File: config.mk
export PLATFORM = sky130hd
export DESIGN_NAME = store_unit
export DESIGN_NICKNAME = d
export VERILOG_FILES = /design/src/rtl/store_unit_pkg.sv /design/src/rtl/store_align.sv /design/src/rtl/store_unit.sv
export SDC_FILE = /design/constraint.sdc
export NUM_CORES = 1
export LEC_CHECK = 0
export ABC_AREA = 1
export CAP_MARGIN = 15
export CORE_ASPECT_RATIO = 1.1
export CORE_MARGIN = 2
export CORE_UTILIZATION = 25
export CTS_CLUSTER_DIAMETER = 150
export CTS_CLUSTER_SIZE = 28
export DETAILED_ROUTE_END_ITERATION = 6
export GPL_ROUTABILITY_DRIVEN = 0
export PLACE_DENSITY_LB_ADDON = 0.2
export SYNTH_ARGS = -nofsm -noshare
export SYNTH_HDL_FRONTEND = slang
export SYNTH_SLANG_ARGS = --single-unit
File: constraint.sdc
create_clock -name clk -period 2.8 [get_ports clk]
set_clock_uncertainty 0.15 [all_clocks]
set_input_delay 0.56 -clock clk [delete_from_list [all_inputs] [get_ports clk]]
set_output_delay 0.56 -clock clk [all_outputs]
set_load 0.005 [all_outputs]
File: src/rtl/store_unit_pkg.sv
// Shared definitions for the store unit: ALUOp store codes,
// store FSM states and byte-enable constants.
package store_unit_pkg;

    localparam int ALUOP_W = 8;
    typedef logic [ALUOP_W-1:0] aluop_t;

    localparam aluop_t ALU_SB  = 8'h28;
    localparam aluop_t ALU_SH  = 8'h29;
    localparam aluop_t ALU_SWL = 8'h2A;
    localparam aluop_t ALU_SW  = 8'h2B;
    localparam aluop_t ALU_SWR = 8'h2E;
    localparam aluop_t ALU_SC  = 8'h38;

    typedef enum logic [1:0] {
        ST_IDLE,
        ST_ADDR,
        ST_DATA,
        ST_DONE
    } st_state_e;

    localparam logic [3:0] WEN_NONE = 4'b0000;
    localparam logic [3:0] WEN_B0   = 4'b0001;
    localparam logic [3:0] WEN_B1   = 4'b0010;
    localparam logic [3:0] WEN_B2   = 4'b0100;
    localparam logic [3:0] WEN_B3   = 4'b1000;
    localparam logic [3:0] WEN_LO   = 4'b0011;
    localparam logic [3:0] WEN_HI   = 4'b1100;
    localparam logic [3:0] WEN_LO3  = 4'b0111;
    localparam logic [3:0] WEN_HI3  = 4'b1110;
    localparam logic [3:0] WEN_ALL  = 4'b1111;

endpackage

File: src/rtl/store_align.sv
// Combinational store lane aligner: byte enables, data and AdES.
// SWL/SWR decode only when UNALIGNED_STORE_EN is defined.
module store_align
    import store_unit_pkg::*;
(
    input  aluop_t      aluop,
    input  logic [1:0]  a,
    input  logic [31:0] rt,
    output logic        is_store,
    output logic [3:0]  wen,
    output logic [31:0] wdata,
    output logic        ades
);

    // Decode the store op and place register bytes on their lanes
    always_comb begin
        is_store = 1'b0;
        wen      = WEN_NONE;
        wdata    = 32'h0;
        ades     = 1'b0;
        case (aluop)
            ALU_SB: begin
                is_store = 1'b1;
                wen      = WEN_B0 << a;
                wdata    = {4{rt[7:0]}};
            end
            ALU_SH: begin
                is_store = 1'b1;
                ades     = a[0];
                wen      = a[1] ? WEN_HI : WEN_LO;
                wdata    = {2{rt[15:0]}};
            end
            ALU_SW, ALU_SC: begin
                is_store = 1'b1;
                ades     = |a;
                wen      = WEN_ALL;
                wdata    = rt;
            end
`ifdef UNALIGNED_STORE_EN
            ALU_SWL: begin
                is_store = 1'b1;
                case (a)
                    2'b00: begin wen = WEN_B0;  wdata = {24'b0, rt[31:24]}; end
                    2'b01: begin wen = WEN_LO;  wdata = {16'b0, rt[31:16]}; end
                    2'b10: begin wen = WEN_LO3; wdata = {8'b0, rt[31:8]};   end
                    2'b11: begin wen = WEN_ALL; wdata = rt;                 end
                endcase
            end
            ALU_SWR: begin
                is_store = 1'b1;
                case (a)
                    2'b00: begin wen = WEN_ALL; wdata = rt;                 end
                    2'b01: begin wen = WEN_HI3; wdata = {rt[23:0], 8'b0};   end
                    2'b10: begin wen = WEN_HI;  wdata = {rt[15:0], 16'b0};  end
                    2'b11: begin wen = WEN_B3;  wdata = {rt[7:0], 24'b0};   end
                endcase
            end
`endif
            default: ;
        endcase
    end

endmodule

File: src/rtl/store_unit.sv
// MEM-stage store unit: aligns store data and runs the bus handshake,
// stalling until ack. SWL/SWR enabled by UNALIGNED_STORE_EN.
module store_unit
    import store_unit_pkg::*;
(
    input  logic        clk,
    input  logic        rst,
    input  logic        st_valid,
    input  aluop_t      aluop,
    input  logic [31:0] vaddr,
    input  logic [31:0] rtdata,
    input  logic        llbit,
    input  logic        flush,
    output logic        stallreq,
    output logic        st_done,
    output logic [31:0] sc_result,
    output logic        excp_ades,
    output logic        bus_en,
    output logic [3:0]  bus_wen,
    output logic [31:0] bus_addr,
    output logic [31:0] bus_wdata,
    input  logic        bus_addr_ok,
    input  logic        bus_data_ok
);

    st_state_e   state_q, state_d;
    logic        bus_en_q, bus_en_d;
    logic [3:0]  wen_q, wen_d;
    logic [31:0] addr_q, addr_d;
    logic [31:0] wdata_q, wdata_d;
    logic        sc_q, sc_d;

    logic        al_is_st;
    logic [3:0]  al_wen;
    logic [31:0] al_wdata;
    logic        al_ades;
    logic        is_sc;
    logic        st_req;
    logic        start;

    store_align u_align (
        .aluop    (aluop),
        .a        (vaddr[1:0]),
        .rt       (rtdata),
        .is_store (al_is_st),
        .wen      (al_wen),
        .wdata    (al_wdata),
        .ades     (al_ades)
    );

    assign is_sc  = (aluop == ALU_SC);
    assign st_req = st_valid & al_is_st;
    assign start  = st_req & ~al_ades & ~(is_sc & ~llbit) & ~flush;

    // State and bus registers; bus fields only reload on a start
    always_ff @(posedge clk) begin
        if (rst) begin
            state_q  <= ST_IDLE;
            bus_en_q <= 1'b0;
            wen_q    <= 4'b0;
            addr_q   <= 32'h0;
            wdata_q  <= 32'h0;
            sc_q     <= 1'b0;
        end else begin
            state_q  <= state_d;
            bus_en_q <= bus_en_d;
            wen_q    <= wen_d;
            addr_q   <= addr_d;
            wdata_q  <= wdata_d;
            sc_q     <= sc_d;
        end
    end

    // Next-state logic and combinational pipeline/exception outputs
    always_comb begin
        state_d   = state_q;
        bus_en_d  = bus_en_q;
        wen_d     = wen_q;
        addr_d    = addr_q;
        wdata_d   = wdata_q;
        sc_d      = sc_q;
        stallreq  = 1'b0;
        st_done   = 1'b0;
        sc_result = 32'h0;
        excp_ades = 1'b0;
        case (state_q)
            ST_IDLE: begin
                excp_ades = st_req & al_ades;
                if (start) begin
                    state_d  = ST_ADDR;
                    bus_en_d = 1'b1;
                    wen_d    = al_wen;
                    addr_d   = {vaddr[31:2], 2'b00};
                    wdata_d  = al_wdata;
                    sc_d     = is_sc;
                    stallreq = 1'b1;
                end
            end
            ST_ADDR: begin
                stallreq = 1'b1;
                if (bus_addr_ok) begin
                    bus_en_d = 1'b0;
                    state_d  = bus_data_ok ? ST_DONE : ST_DATA;
                end else if (flush) begin
                    bus_en_d = 1'b0;
                    state_d  = ST_IDLE;
                end
            end
            ST_DATA: begin
                stallreq = 1'b1;
                if (bus_data_ok) state_d = ST_DONE;
            end
            ST_DONE: begin
                st_done   = 1'b1;
                sc_result = {31'b0, sc_q};
                state_d   = ST_IDLE;
            end
            default: state_d = ST_IDLE;
        endcase
    end

    assign bus_en    = bus_en_q;
    assign bus_wen   = wen_q;
    assign bus_addr  = addr_q;
    assign bus_wdata = wdata_q;

endmodule

After elaboration in Yosys (flattened, before gate mapping)

Index checks and enable logic that the tools add are counted.

Register bits: 70
Latch bits: 0
Bits in writable memories: 0
Bits in read-only memories: 0
Input port bits: 79
Output and inout port bits: 104
Logic and storage cells: 56
Memories: 0

$add $sub $neg: 0
Multiply operators: 0
Divide/modulo/power cells: 0
$lt $le $gt $ge: 0
Eq/ne operators: 10
Shifts and indexed selects: 1
Muxes and demuxes: 20
Bitwise operators: 10
Reduce and logical (&&, ||, !) cells: 9

Operators with widths:

| cell                | count |
|---|---|
| $pmux 32 s3         | 1 |
| $eq 8x6->1 const B  | 4 |
| $pmux 4 s3          | 1 |
| $mux 1              | 9 |
| $mux 2              | 4 |
| $pmux 2 s4          | 1 |
| $and 1x1->1         | 6 |
| $pmux 1 s2          | 3 |
| $reduce_and 3->1    | 2 |
| $reduce_or 2->1     | 3 |
| $eq 2x2->1 const B  | 2 |
| $mux 4              | 1 |
| $ne 2x2->1 const B  | 2 |
| $not 1->1           | 4 |
| $reduce_or 4->1     | 1 |
| $shl 1x2->4 const A | 1 |
| $ne 3x3->1 const B  | 1 |
| $eq 2x1->1 const B  | 1 |
| $logic_not 2->1     | 1 |
| $reduce_and 2->1    | 1 |
| $reduce_bool 2->1   | 1 |

Logic depth before layout (Yosys ltp)

Depth in word-level cells: 9
Mapped depth: 14
Gate-level depth less buffers: 14

Hierarchy

A second synthesis with hierarchy kept.

Cells, all modules: 520
Area, all modules: 3676.0 um^2

Modules (own cells, without submodules):

| module      | times used | cells each | area each (um^2) | seq. area each (um^2) |
|---|---|---|---|---|
| store_unit  | 1          | 381        | 2971.6           | 1401.3 |
| store_align | 1          | 139        | 704.4            | 0.0 |

Worst setup path before layout

No wires, ideal clock.

Kind: input-to-output
Start point: input port aluop[2]
End point: output port stallreq
Data arrival time: 1.754 ns
Data required time: 2.090 ns
Setup slack: 0.336 ns
Cell stages on the path: 13
Buffers on the path: 2
Cell sequence: inv_1 nand2_2 nor2_1 nand2_4 nand2_2 nor2_4 nor2_4 nand2_4 nor2_8 buf_6 buf_6 nor2_1 nor2_1

Longest elaborated chain between the ends: 9
Elaborated cells between the ends (all ways): 17
Classes of those cells: eq/ne (4); mux (4); bitwise (7); reduce/logical (2)

RTL lines:

| what                                                                | RTL line                            | source |
|---|---|---|
| from (decl)                                                         | store_unit.sv:9                     | `input aluop_t aluop,` |
| $eq 8x6->1, on equally long branches                                | store_align.sv:21, store_unit.sv:51 |  |
| $reduce_or 4->1 (no source line) or $reduce_or 2->1 (tied branches) | --                                  |  |
| $mux 1 or $pmux 1 s2 (tied branches)                                | store_align.sv:21                   | `case (aluop)` |
| $and 1x1->1 or $not 1->1 (tied branches)                            | store_unit.sv:52, store_unit.sv:53  |  |
| $and 1x1->1                                                         | store_unit.sv:53                    | `assign start = st_req & ~al_ades & ~(is_sc & ~llbit) & ~flush;` |
| $and 1x1->1 (*) (2 in a row)                                        | store_unit.sv:53                    |  |
| $mux 1 (*)                                                          | store_unit.sv:89                    | `if (start) begin` |
| $pmux 1 s2 (*)                                                      | store_unit.sv:86                    | `case (state_q)` |
| to (decl)                                                           | store_unit.sv:14                    | `output logic stallreq,` |

Mark *: on every way between the ends. The rest lies on a longest branch, timed or not.

Final worst setup path

Start point: input port vaddr[1]
End point: output port stallreq

Longest elaborated chain between the ends: 8

RTL lines:

| what                     | RTL line          | source |
|---|---|---|
| from (decl)              | store_unit.sv:10  | `input logic [31:0] vaddr,` |
| $reduce_or 2->1          | store_align.sv:35 | `ades = \|a;` |
| $pmux 1 s2               | store_align.sv:21 |  |
| $not 1->1                | store_unit.sv:53  |  |
| $and 1x1->1 (3 in a row) | store_unit.sv:53  |  |
| $mux 1                   | store_unit.sv:89  |  |
| $pmux 1 s2               | store_unit.sv:86  |  |

No other way between the ends.

==> results.toml <==
[status]
status = "finished, final reports clean"

[global_route]
use_met3_pct = 5.17
grt_pass1_vias = 3514
grt.busiest_layer = "met2"
grt_usage_pct = 15.0
grt_max_degree = 71
met1_usage_pct = 17.5
grt.met2_usage_pct = 24.8
grt-ovfl-total = 0
grt_pass1_wl_um = 17300
antenna_found_initial = 1

[synth]
synthesis.area_um2 = 3440
synth_flop_cell = "dfxtp_1"
ys_warn_count = 0
ys_types = 29
synthesis.instances = 485
ys_ff_latch = 70
ys_seq_area_share_pct = 40.8
synth_edf_count = 0
syn_area_per_cell_um2 = 7.09
ys_async_sr_fraction_pct = 0

[min_path]
hold_class = "reg -> reg"

[setup_path]
critPathBufInv = 3
crit_arrival_ns = 1.90
max_stage_delay_ns = 0.44
start_kind = "input pin"
r2r-end = "bus_addr[23]"
cp_max_fo = 3
setup.worst_path.end = "stallreq"
cp_num_cells = 11
crit_type = "in -> out"
startpoint = "vaddr[1]"
worstPathRequired_ns = 2.09
worst_setup_path_end_kind = "output pin"
r2r_start = "state_q[0]"
r2r_slack_ns = 0.68
path_delay_family = "buffers and inverters"
worstPathCellList = "clkdlybuf4s50_1 > inv_1 > nand2_1 > nand2_2 > nand2_2 > nor2_4 > nand2_4 > nor2_8 > nor2_1 > nor2_1 > buf_2"
slowest_stage = "clkdlybuf4s50_1"
reg2reg_depth = 7

[pwr]
p_per_area_nw_per_um2 = 468
p_switching_uw = 639
finalPower_mw = 2.55
leakage_nw = 2.35
combPwrFrac_pct = 13.6
p_int_mw = 1.91
power_frac_seq_pct = 40.4
pwr-share-clk_pct = 46.0
p_sw_share_pct = 25.1
vdd_ir_drop_max_mv = 0.210

[clocking]
cts_max_level = 3
numCtsBuffers = 9
clock_path_buffers = 2
cts.sinks = 70
cts_tree = "built"
clk_latency_ns = 0.34
root_buffer = "clkbuf_16"
path_clk_slew_ns = 0.06

[layout]
final_util_pct = 40.9
area.growth.synth_to_final_pct = 58.5
final_common_cell = "nor2_1"
final_nets = 724
diodes = 0
final_cell_mix = "146 x nor2_1, 139 x clkdlybuf4s50_1, 75 x o21ai_0"
layout-drive-gt1-share_pct = 9.91

[timing]
worstMarginPinSlew_ns = 0.691
hold_viol = 0
timing.final.crit_share_pct = 93.1
finalCriticalPeriod_ns = 2.61
rsz0062_at_grt = "false"
slew_violations = 0
tns_ns = 0
setup_viol = 0
relSlewSlack_pct = 54.0
fin_ws_ns = 0.192
max_freq_ghz = 0.383

[die]
start_util_pct = 25.8
dieArea_um2 = 14700
fp.coreArea_um2 = 13300
rows = 44
die_w_um = 116
io_pins = 183
die_h_um = 127

[detailed_routing]
wire_per_inst_um = 13.4
vias_per_cell = 4.32
drtAntennaViolNets = 0
via_count = 3589
drc_errors = 0
routed_wl_um = 11200
dr.first_iter.drc_count = 221
dr.pass1.iters = 4

[place]
dpl.hpwl_um = 7970
post-place-ws_ns = -0.423
port-buffer-count = 149

[job]
max_cap_violations = 0
[tightest hold or removal path, delay by kind of cell (launching register included)]
kind | cells | cell delay, ns
AND/OR/NAND/NOR | 2 | 0.13
flip-flops | 1 | 0.32
[synth_stat cells (2+ instances only)]
master | n | share of area, %
clkbuf_1 | 11 | 1.2
nand2_2 | 4 | 0.73
nand2_1 | 44 | 4.8
buf_4 | 37 | 8.1
buf_2 | 2 | 0.29
nor2_1 | 148 | 16
clkbuf_2 | 2 | 0.29
nor2_4 | 4 | 1.3
o21ai_0 | 75 | 11
nand3_1 | 2 | 0.29
o211ai_1 | 16 | 3.5
nand2_4 | 3 | 0.98
a21oi_1 | 12 | 1.7
nor2_2 | 2 | 0.36
ha_1 | 4 | 1.5
inv_2 | 2 | 0.22
buf_6 | 3 | 0.98
dfxtp_1 | 70 | 41
inv_1 | 34 | 3.7
[metal layers]
layer,vias to the layer above,wire length (um)
met5,-,13
met4,2,223
met3,22,1090
met2,163,5090
met1,1615,4740
li1,1787,-
[state kept, by name (all words and copies together), names as in the netlist, named ones only]
register / flops
bus_wdata: 32
bus_addr: 30
bus_wen: 4
bus_en: 1
sc_q: 1
state_q: 1
[kinds of logic (layout without fill, tap and decap cells)]
family	after synthesis	after routing	share of synthesized area [%]
AND/OR/NAND/NOR	212	212	26.0
buffers and inverters	93	222	15.0
AO/OA/AOI/OAI	105	105	16.6
adder cells (fa/ha/maj)	4	4	1.46
flip-flops	70	70	40.8
other	1	33	0.109
[metrics by stage]
step / instances / cell area (um^2) / hold slack (ns)
after floorplan: 517 / 3560 / 0.324
after global placement: 810 / 5050 / 0.316
after detailed placement: 810 / 5050 / 0.320
after CTS: 827 / 5380 / 0.333
after global routing: 830 / 5450 / 0.353
final: 830 / 5450 / 0.327
[worst min-delay path by stage]
stage	start	end	slack [ns]	depth (start not counted)
finish	bus_wdata[9]	bus_wdata[9]	0.33	2
global route	bus_wdata[13]	bus_wdata[13]	0.35	2
CTS	bus_wdata[29]	bus_wdata[29]	0.33	2
detailed placement	bus_wdata[29]	bus_wdata[29]	0.32	2
global placement	bus_wdata[17]	bus_wdata[17]	0.32	2
floorplan	sc_q	sc_q	0.32	2
[final cells by class]
cell class                      instances  area (um^2)
Inverter                               37          139
Multi-Input combinational cell        354         1690
Sequential cell                        70         1400
Timing Repair Buffer                  169         1680
Fill cell                            1428         7870
Clock inverter                          6         70.1
Clock buffer                           10          239
Tap cell                              184          230
[power groups by stage]
stage,logic [mW],registers (mW),clock network [mW]
3_5_place_dp,0.346,1.05,0
4_1_cts,0.345,1.03,1.21
6_report,0.347,1.03,1.17
5_1_grt,0.389,1.03,1.25
2_1_floorplan,0.186,1.05,0
3_3_place_gp,0.347,1.05,0
[what timing repair did]
action	4_1_cts	5_1_grt
pin swaps	5	15
endpoints found under the setup margin	2	5
resized for setup	14	16
buffers inserted	1	3
hold buffers	0	0
Note: power is estimated with default switching activity, not from simulation.
